`config.mk`:
```
export PLATFORM = sky130hd
export DESIGN_NAME = sram_rr_scheduler
export DESIGN_NICKNAME = d
export VERILOG_FILES = /design/src/rtl/sram_sched_pkg.sv /design/src/rtl/sram_tag_fifo.sv /design/src/rtl/sram_rr_scheduler.sv
export SDC_FILE = /design/constraint.sdc
export NUM_CORES = 1
export LEC_CHECK = 0
export CAP_MARGIN = 20
export CORE_AREA = 2 2 153 155
export DETAILED_ROUTE_END_ITERATION = 8
export DIE_AREA = 0 0 155 157
export PLACE_DENSITY_LB_ADDON = 0.12
export REMOVE_ABC_BUFFERS = 1
export SLEW_MARGIN = 30
export SYNTH_ARGS = -nofsm -noshare
export SYNTH_HDL_FRONTEND = slang
export SYNTH_SLANG_ARGS = --single-unit
```
`constraint.sdc`:
```
create_clock -name sram_clock -period 3.15 [get_ports sram_clock]
set_input_delay 0.4725 -clock sram_clock [delete_from_list [all_inputs] [get_ports sram_clock]]
set_output_delay 0.4725 -clock sram_clock [all_outputs]
set_load 0.005 [all_outputs]
```
`src/rtl/sram_sched_pkg.sv`:
```
// Shared constants for the SRAM issue scheduler: port IDs, request field layout and FSM states.
package sram_sched_pkg;

  localparam int ADDR_W_DEF    = 18;
  localparam int DATA_W_DEF    = 32;
  localparam int MASK_W_DEF    = 4;
  localparam int TAG_DEPTH_DEF = 4;

  localparam logic [1:0] PID_W0 = 2'd0;
  localparam logic [1:0] PID_W1 = 2'd1;
  localparam logic [1:0] PID_R0 = 2'd2;
  localparam logic [1:0] PID_R1 = 2'd3;

  // Write request word is {mask, addr, data}, data in the LSBs.
  localparam int REQ_DATA_LSB = 0;
  localparam int REQ_DATA_MSB = DATA_W_DEF - 1;
  localparam int REQ_ADDR_LSB = DATA_W_DEF;
  localparam int REQ_ADDR_MSB = DATA_W_DEF + ADDR_W_DEF - 1;
  localparam int REQ_MASK_LSB = DATA_W_DEF + ADDR_W_DEF;
  localparam int REQ_MASK_MSB = DATA_W_DEF + ADDR_W_DEF + MASK_W_DEF - 1;

  typedef enum logic [0:0] {
    ST_IDLE  = 1'b0,
    ST_ISSUE = 1'b1
  } sched_state_t;

  function automatic logic [15:0] sat_inc16(input logic [15:0] value);
    return (value == 16'hFFFF) ? value : value + 16'd1;
  endfunction

endpackage

```
`src/rtl/sram_tag_fifo.sv`:
```
// In-order read tag queue: 1-bit entries (0 = R0, 1 = R1) with simultaneous push/pop.
module sram_tag_fifo
  import sram_sched_pkg::*;
#(
  parameter int DEPTH = TAG_DEPTH_DEF
) (
  input  logic                     sram_clock,
  input  logic                     reset,
  input  logic                     push,
  input  logic                     push_port,
  input  logic                     pop,
  output logic                     head_port,
  output logic                     empty,
  output logic                     full,
  output logic [$clog2(DEPTH):0]   count
);

  localparam int PTR_W = $clog2(DEPTH);
  localparam int CNT_W = PTR_W + 1;

  logic [DEPTH-1:0] mem_r;
  logic [PTR_W-1:0] wr_ptr_r;
  logic [PTR_W-1:0] rd_ptr_r;
  logic [CNT_W-1:0] count_r;
  logic             do_push_s;
  logic             do_pop_s;

  assign empty     = (count_r == CNT_W'(0));
  assign full      = (count_r == CNT_W'(DEPTH));
  assign count     = count_r;
  assign head_port = mem_r[rd_ptr_r];
  assign do_pop_s  = pop && !empty;
  // A pop in the same cycle frees the slot the push writes into.
  assign do_push_s = push && (!full || do_pop_s);

  // Storage, pointers and occupancy.
  always_ff @(posedge sram_clock) begin
    if (reset) begin
      mem_r    <= '0;
      wr_ptr_r <= '0;
      rd_ptr_r <= '0;
      count_r  <= '0;
    end else begin
      if (do_push_s) begin
        mem_r[wr_ptr_r] <= push_port;
        wr_ptr_r        <= wr_ptr_r + PTR_W'(1);
      end
      if (do_pop_s) begin
        rd_ptr_r <= rd_ptr_r + PTR_W'(1);
      end
      case ({do_push_s, do_pop_s})
        2'b10:   count_r <= count_r + CNT_W'(1);
        2'b01:   count_r <= count_r - CNT_W'(1);
        default: count_r <= count_r;
      endcase
    end
  end

endmodule

```
`src/rtl/sram_rr_scheduler.sv`:
```
// Round-robin issue of W0/W1/R0/R1 to the SRAM controller with in-order read-data steering.
// Optional macro SRAM_SCHED_PERF_EN enables per-port accept counters and a stall counter.
module sram_rr_scheduler
  import sram_sched_pkg::*;
#(
  parameter int ADDR_W    = ADDR_W_DEF,
  parameter int DATA_W    = DATA_W_DEF,
  parameter int MASK_W    = MASK_W_DEF,
  parameter int TAG_DEPTH = TAG_DEPTH_DEF
) (
  input  logic                            sram_clock,
  input  logic                            reset,
  input  logic                            w0_req_valid,
  input  logic                            w1_req_valid,
  input  logic [MASK_W+ADDR_W+DATA_W-1:0] w0_req,
  input  logic [MASK_W+ADDR_W+DATA_W-1:0] w1_req,
  output logic                            w0_req_pop,
  output logic                            w1_req_pop,
  input  logic                            r0_addr_valid,
  input  logic                            r1_addr_valid,
  input  logic [ADDR_W-1:0]               r0_addr,
  input  logic [ADDR_W-1:0]               r1_addr,
  output logic                            r0_addr_pop,
  output logic                            r1_addr_pop,
  input  logic                            r0_data_afull,
  input  logic                            r1_data_afull,
  output logic                            r0_data_push,
  output logic                            r1_data_push,
  output logic [DATA_W-1:0]               r0_data,
  output logic [DATA_W-1:0]               r1_data,
  output logic                            sram_addr_valid,
  input  logic                            sram_ready,
  output logic [ADDR_W-1:0]               sram_addr,
  output logic [DATA_W-1:0]               sram_data_in,
  output logic [MASK_W-1:0]               sram_write_mask,
  input  logic [DATA_W-1:0]               sram_data_out,
  input  logic                            sram_data_out_valid,
  output logic                            tag_err,
  output logic [4*16-1:0]                 perf_cnt,
  output logic [15:0]                     perf_stall
);

  localparam int CNT_W = $clog2(TAG_DEPTH) + 1;

  sched_state_t      state_r;
  sched_state_t      state_nxt_s;
  logic [1:0]        last_grant_r;
  logic [1:0]        issue_id_r;
  logic [1:0]        grant_id_s;
  logic              grant_s;
  logic              load_s;
  logic              accept_s;
  logic              pending_read_s;
  logic              reads_free_s;
  logic [3:0]        elig_s;
  logic [ADDR_W-1:0] sram_addr_r;
  logic [DATA_W-1:0] sram_data_in_r;
  logic [MASK_W-1:0] sram_write_mask_r;
  logic [ADDR_W-1:0] txn_addr_s;
  logic [DATA_W-1:0] txn_data_s;
  logic [MASK_W-1:0] txn_mask_s;
  logic [CNT_W-1:0]  tag_count_s;
  logic [CNT_W-1:0]  reads_inflight_s;
  logic              tag_full_s;
  logic              tag_empty_s;
  logic              tag_head_s;
  logic              tag_push_s;
  logic              tag_pop_s;
  logic              tag_err_r;

  assign load_s   = (state_r == ST_IDLE) || sram_ready;
  assign accept_s = (state_r == ST_ISSUE) && sram_ready;

  // A read sitting in the issue register already owns a tag slot, so it is counted as in flight.
  assign pending_read_s   = (state_r == ST_ISSUE) && issue_id_r[1];
  assign reads_inflight_s = tag_count_s + CNT_W'(pending_read_s);
  assign reads_free_s     = !tag_full_s && (reads_inflight_s < CNT_W'(TAG_DEPTH));

  // Qualify requesters and pick the first eligible one after last_grant_r on the ring.
  always_comb begin
    logic [1:0] cand_s;
    logic       hit_s;
    grant_s    = 1'b0;
    grant_id_s = last_grant_r;
    cand_s     = last_grant_r;
    hit_s      = 1'b0;
    if (load_s && !reset) begin
      elig_s = {r1_addr_valid && !r1_data_afull && reads_free_s,
                r0_addr_valid && !r0_data_afull && reads_free_s,
                w1_req_valid, w0_req_valid};
    end else begin
      elig_s = 4'b0000;
    end
    for (int k = 1; k <= 4; k++) begin
      cand_s     = last_grant_r + 2'(k);
      hit_s      = elig_s[cand_s] && !grant_s;
      grant_id_s = hit_s ? cand_s : grant_id_s;
      grant_s    = grant_s || hit_s;
    end
  end

  assign w0_req_pop  = grant_s && (grant_id_s == PID_W0);
  assign w1_req_pop  = grant_s && (grant_id_s == PID_W1);
  assign r0_addr_pop = grant_s && (grant_id_s == PID_R0);
  assign r1_addr_pop = grant_s && (grant_id_s == PID_R1);

  // Transaction fields for the granted port; reads carry zero mask and data.
  always_comb begin
    txn_addr_s = '0;
    txn_data_s = '0;
    txn_mask_s = '0;
    case (grant_id_s)
      PID_W0: begin
        txn_mask_s = w0_req[DATA_W+ADDR_W +: MASK_W];
        txn_addr_s = w0_req[DATA_W +: ADDR_W];
        txn_data_s = w0_req[0 +: DATA_W];
      end
      PID_W1: begin
        txn_mask_s = w1_req[DATA_W+ADDR_W +: MASK_W];
        txn_addr_s = w1_req[DATA_W +: ADDR_W];
        txn_data_s = w1_req[0 +: DATA_W];
      end
      PID_R0:  txn_addr_s = r0_addr;
      PID_R1:  txn_addr_s = r1_addr;
      default: txn_addr_s = '0;
    endcase
  end

  // Next-state logic: stay in ISSUE while the controller stalls.
  always_comb begin
    state_nxt_s = state_r;
    case (state_r)
      ST_IDLE:  state_nxt_s = grant_s ? ST_ISSUE : ST_IDLE;
      ST_ISSUE: begin
        if (sram_ready) begin
          state_nxt_s = grant_s ? ST_ISSUE : ST_IDLE;
        end else begin
          state_nxt_s = ST_ISSUE;
        end
      end
      default:  state_nxt_s = ST_IDLE;
    endcase
  end

  // Issue register: load on grant, clear on an empty load, otherwise hold stable.
  always_ff @(posedge sram_clock) begin
    if (reset) begin
      state_r           <= ST_IDLE;
      last_grant_r      <= PID_R1;
      issue_id_r        <= PID_W0;
      sram_addr_r       <= '0;
      sram_data_in_r    <= '0;
      sram_write_mask_r <= '0;
    end else begin
      state_r <= state_nxt_s;
      if (grant_s) begin
        last_grant_r      <= grant_id_s;
        issue_id_r        <= grant_id_s;
        sram_addr_r       <= txn_addr_s;
        sram_data_in_r    <= txn_data_s;
        sram_write_mask_r <= txn_mask_s;
      end else if (load_s) begin
        sram_addr_r       <= '0;
        sram_data_in_r    <= '0;
        sram_write_mask_r <= '0;
      end
    end
  end

  assign sram_addr_valid = (state_r == ST_ISSUE);
  assign sram_addr       = sram_addr_r;
  assign sram_data_in    = sram_data_in_r;
  assign sram_write_mask = sram_write_mask_r;

  assign tag_push_s = accept_s && issue_id_r[1] && !reset;
  assign tag_pop_s  = sram_data_out_valid && !tag_empty_s && !reset;

  sram_tag_fifo #(
    .DEPTH (TAG_DEPTH)
  ) u_tag_fifo (
    .sram_clock (sram_clock),
    .reset      (reset),
    .push       (tag_push_s),
    .push_port  (issue_id_r[0]),
    .pop        (tag_pop_s),
    .head_port  (tag_head_s),
    .empty      (tag_empty_s),
    .full       (tag_full_s),
    .count      (tag_count_s)
  );

  assign r0_data_push = tag_pop_s && !tag_head_s;
  assign r1_data_push = tag_pop_s && tag_head_s;
  assign r0_data      = r0_data_push ? sram_data_out : '0;
  assign r1_data      = r1_data_push ? sram_data_out : '0;

  // Sticky flag for data returned with no read outstanding.
  always_ff @(posedge sram_clock) begin
    if (reset) begin
      tag_err_r <= 1'b0;
    end else if (sram_data_out_valid && tag_empty_s) begin
      tag_err_r <= 1'b1;
    end
  end

  assign tag_err = tag_err_r;

`ifdef SRAM_SCHED_PERF_EN
  logic [4*16-1:0] perf_cnt_r;
  logic [15:0]     perf_stall_r;

  // Saturating accepted-transaction counters per port and stall-cycle counter.
  always_ff @(posedge sram_clock) begin
    if (reset) begin
      perf_cnt_r   <= '0;
      perf_stall_r <= '0;
    end else begin
      if (accept_s) begin
        perf_cnt_r[{issue_id_r, 4'b0000} +: 16] <= sat_inc16(perf_cnt_r[{issue_id_r, 4'b0000} +: 16]);
      end
      if ((state_r == ST_ISSUE) && !sram_ready) begin
        perf_stall_r <= sat_inc16(perf_stall_r);
      end
    end
  end

  assign perf_cnt   = perf_cnt_r;
  assign perf_stall = perf_stall_r;
`else
  assign perf_cnt   = '0;
  assign perf_stall = '0;
`endif

endmodule

```
==> results.json <==
{
  "ys_seq_area_share_pct": 24.5,
  "avgViaCountPerCell": 4.93,
  "worstRegToRegCells": 10,
  "max_freq_mhz": 329,
  "crit_path_end_kind": "primary output",
  "gp_congestion": 0.775,
  "slew_violations": 0,
  "nFillCells": 2271,
  "overflow": 0,
  "firstDrtPassIters": 4,
  "regArea_um2": 1430,
  "multi_input_area_um2": 3760,
  "holdCritPathClass": "reg2reg",
  "grt_start_max_net_pins": 74,
  "fin_ws_ns": 0.111,
  "crit_family": "buffers and inverters",
  "synth-edff-count": 0,
  "rows": 55,
  "timing.hold.ws_ns": 0.453,
  "min_to": "u_tag_fifo.mem_r[2]",
  "max_slew.worst_pin.slew_ns": 0.718,
  "arrival_ns": 2.57,
  "powerDensity_nw_per_um2": 341,
  "htree_levels": 3,
  "synth.avg_cell_area_um2": 8.01,
  "finish.instance_area_um2": 9370,
  "hpwl_um": 16900,
  "synthFlopType": "dfxtp_1",
  "antenna_left": 0,
  "die_h_um": 157,
  "die-area_um2": 24300,
  "ys_async_sr_fraction_pct": 0,
  "ios": 392,
  "rsz0062_at_grt": "no",
  "r2r-end": "u_tag_fifo.count[2]",
  "status": "completed",
  "regToRegSetupSlack_ns": 0.70,
  "fp.dieW_um": 155,
  "antenna-diode-count": 0,
  "setup_viol": 0,
  "pre_cts_ws_ns": -0.220,
  "finalHoldViolations": 0,
  "required_ns": 2.68,
  "drive_gt1_share_pct": 12.6,
  "nets": 1214,
  "crit_buf_inv": 4,
  "relSlewSlack_pct": 52.2,
  "core_um2": 22500,
  "grt_pass1_vias": 6098,
  "synth_warnings": 0,
  "fin_util_pct": 41.7,
  "fin_skew_ns": 0.0145,
  "clk_path_buf_depth": 2,
  "path_class": "in2out",
  "syn_inst": 725,
  "slowest_stage": "clkdlybuf4s50_1",
  "syn-cell-area_um2": 5810,
  "placed_cell_area_um2": 8950,
  "drt_iter0_markers": 322,
  "cts_tree": "yes",
  "finalCriticalPeriod_ns": 3.04,
  "drc": 0,
  "cts_root_buffer": "clkbuf_16",
  "port_buffers": 311,
  "path_clk_slew_ns": 0.06,
  "ys_ff_latch": 71,
  "start_util_pct": 25.8,
  "wire_per_inst_um": 18.0,
  "routed_wirelength_um": 23600,
  "r2r-start": "u_tag_fifo.count[2]",
  "holdPathStages": 2,
  "area_growth_pct": 61.4,
  "p_total_uw": 3190,
  "max-cap-violations": 0,
  "leakage_uw": 0.00358,
  "hold_start": "u_tag_fifo.mem_r[2]",
  "crit_path_max_fanout": 11,
  "dr_total_vias": 6471,
  "cp-start-kind": "input pin",
  "antenna_found_initial": 1,
  "ys_types": 59,
  "finalCritPeriodShare_pct": 96.5,
  "gr-usage-all-layers_pct": 18.6,
  "cpPeakStageDelay_ns": 0.50,
  "path_cells": "clkdlybuf4s50_1 -> a21oi_1 -> a31o_2 -> a21oi_4 -> buf_4 -> nor3_1 -> buf_4 -> clkdlybuf4s50_1",
  "clock_sink_count": 71,
  "cts_made_buffers": 9,
  "vdd_drop_max_uv": 270,
  "clock_latency_ns": 0.35,
  "grt_pass1_wl_um": 35800
}
==> cell families (layout without fill, tap and decap cells) <==
family                     after synthesis  in the layout  share of synthesized area [%]
AOI/OAI and AO/OA                      222            222                           28.8
buffers and inverters                  162            385                           18.0
and+or+nand+nor                        252            252                           24.8
other                                    1             80                         0.0646
xor gates and xnor gates                 7              7                           1.38
muxes                                    4              4                           1.08
adders and majority gates                6              6                           1.42
DFF                                     71             71                           24.5
==> cells in the mapped netlist (2+ instances only) <==
cell	number	share of area (%)
buf_4	88	11
nand3_1	76	6.5
dfxtp_1	71	24
a21oi_1	46	4.0
a32oi_1	36	5.4
clkbuf_1	35	2.3
and2_1	33	3.6
and3_1	33	3.6
nand2_1	31	2.0
nand2b_1	23	2.5
a31o_2	20	3.0
o31ai_1	19	2.5
a22o_1	18	2.7
a2bb2oi_1	18	2.7
a31oi_1	18	1.9
o211ai_1	18	2.3
nor2_1	16	1.0
buf_2	12	1.0
nor4_1	12	1.3
buf_6	11	2.1
o21ai_0	11	0.95
inv_1	8	0.52
o21ai_1	8	0.69
nor3_1	7	0.60
nor4_2	6	1.3
ha_1	5	1.1
buf_1	4	0.26
xor2_1	4	0.60
clkbuf_4	3	0.39
nand3_2	2	0.34
nor3b_1	2	0.26
nor4b_1	2	0.30
o221ai_2	2	0.52
xnor2_1	2	0.30
==> worst reg2reg max path, cell delays in order, from the launching register on <==
cell	delay, ns
dfxtp_2	0.49
nor3_1	0.10
nand2b_1	0.24
nor2_1	0.16
buf_4	0.18
ha_1	0.18
inv_1	0.06
fa_1	0.37
xor2_1	0.16
or3_1	0.30
a21oi_1	0.13
==> stage by stage <==
step | TNS, ns | std cells
3_5_place_dp | -0.502 | 1293
5_1_grt | 0 | 1312
6_report | 0 | 1312
4_1_cts | 0 | 1311
3_3_place_gp | -0.411 | 1293
2_1_floorplan | -54.13 | 651
==> flip-flops by register name, summed over array words and instances (netlist names) <==
register / cells
issue_id_r: 2
last_grant_r: 2
sram_addr: 18
sram_addr_valid: 1
sram_data_in: 32
sram_write_mask: 4
tag_err: 1
u_tag_fifo.count: 3
u_tag_fifo.mem_r: 4
u_tag_fifo.rd_ptr_r: 2
u_tag_fifo.wr_ptr_r: 2
==> power breakdown <==
part / total [µW] / switching (µW) / internal (µW)
Sequential: 1040 / 53.2 / 983
Clock: 1010 / 462 / 544
Combinational: 1150 / 538 / 614
Total: 3190 / 1050 / 2140
==> layout by cell type (no fill, tap or decap), drive strengths merged, types with 3 or more instances in the layout <==
master	netlist	final
dfxtp	71	71
clkdlybuf4s50	0	306
a31oi	19	19
ha	5	5
and2	33	33
clkinvlp	0	3
a22o	18	18
o21ai	19	19
nor4	18	18
inv	9	12
a21oi	46	46
a2bb2oi	18	18
nor3	8	8
nand3	78	78
a32oi	36	36
conb	1	80
and3	33	33
nand2	31	31
nor2	18	18
xor2	4	4
nand2b	23	23
o31ai	19	19
xnor2	3	3
o211ai	18	18
clkbuf	38	9
a31o	20	20
buf	115	50
==> metal layers <==
layer / vias to the layer above / wire length, µm / GRT usage, %
met5: - / 0 / 0
met4: 0 / 268 / 3.97
met3: 16 / 1870 / 5.09
met2: 284 / 11300 / 31.4
met1: 3022 / 10200 / 23.8
li1: 3149 / - / -
==> what timing repair did <==
| action | CTS | global route |
|---|---|---|
| hold buffers | 0 | 0 |
| endpoints found under the setup margin | 4 | 4 |
| pin swaps | 3 | 3 |
| buffers inserted | 2 | 1 |
| gates resized for setup | 15 | 14 |
==> area by class of cell <==
type                            count  share of cell area, %
Clock buffer                        9                   2.40
Clock inverter                      7                  0.601
Inverter                            9                  0.360
Multi-Input combinational cell    571                   40.1
Sequential cell                    71                   15.3
Tap cell                          285                   3.80
Timing Repair Buffer              360                   37.4
==> worst max path at each step <==
stage,startpoint,end,slack (ns),cells after the start
2_1_floorplan,sram_ready,sram_data_in[0],-1.14,6
3_3_place_gp,r1_data_afull,w0_req_pop,-0.22,10
3_5_place_dp,r1_data_afull,w0_req_pop,-0.22,10
4_1_cts,r1_addr_valid,r0_addr_pop,0.0004,8
5_1_grt,w0_req_valid,r1_addr_pop,0.0009,8
6_report,w1_req_valid,r1_addr_pop,0.11,8
(Power assumes the default switching activity.)
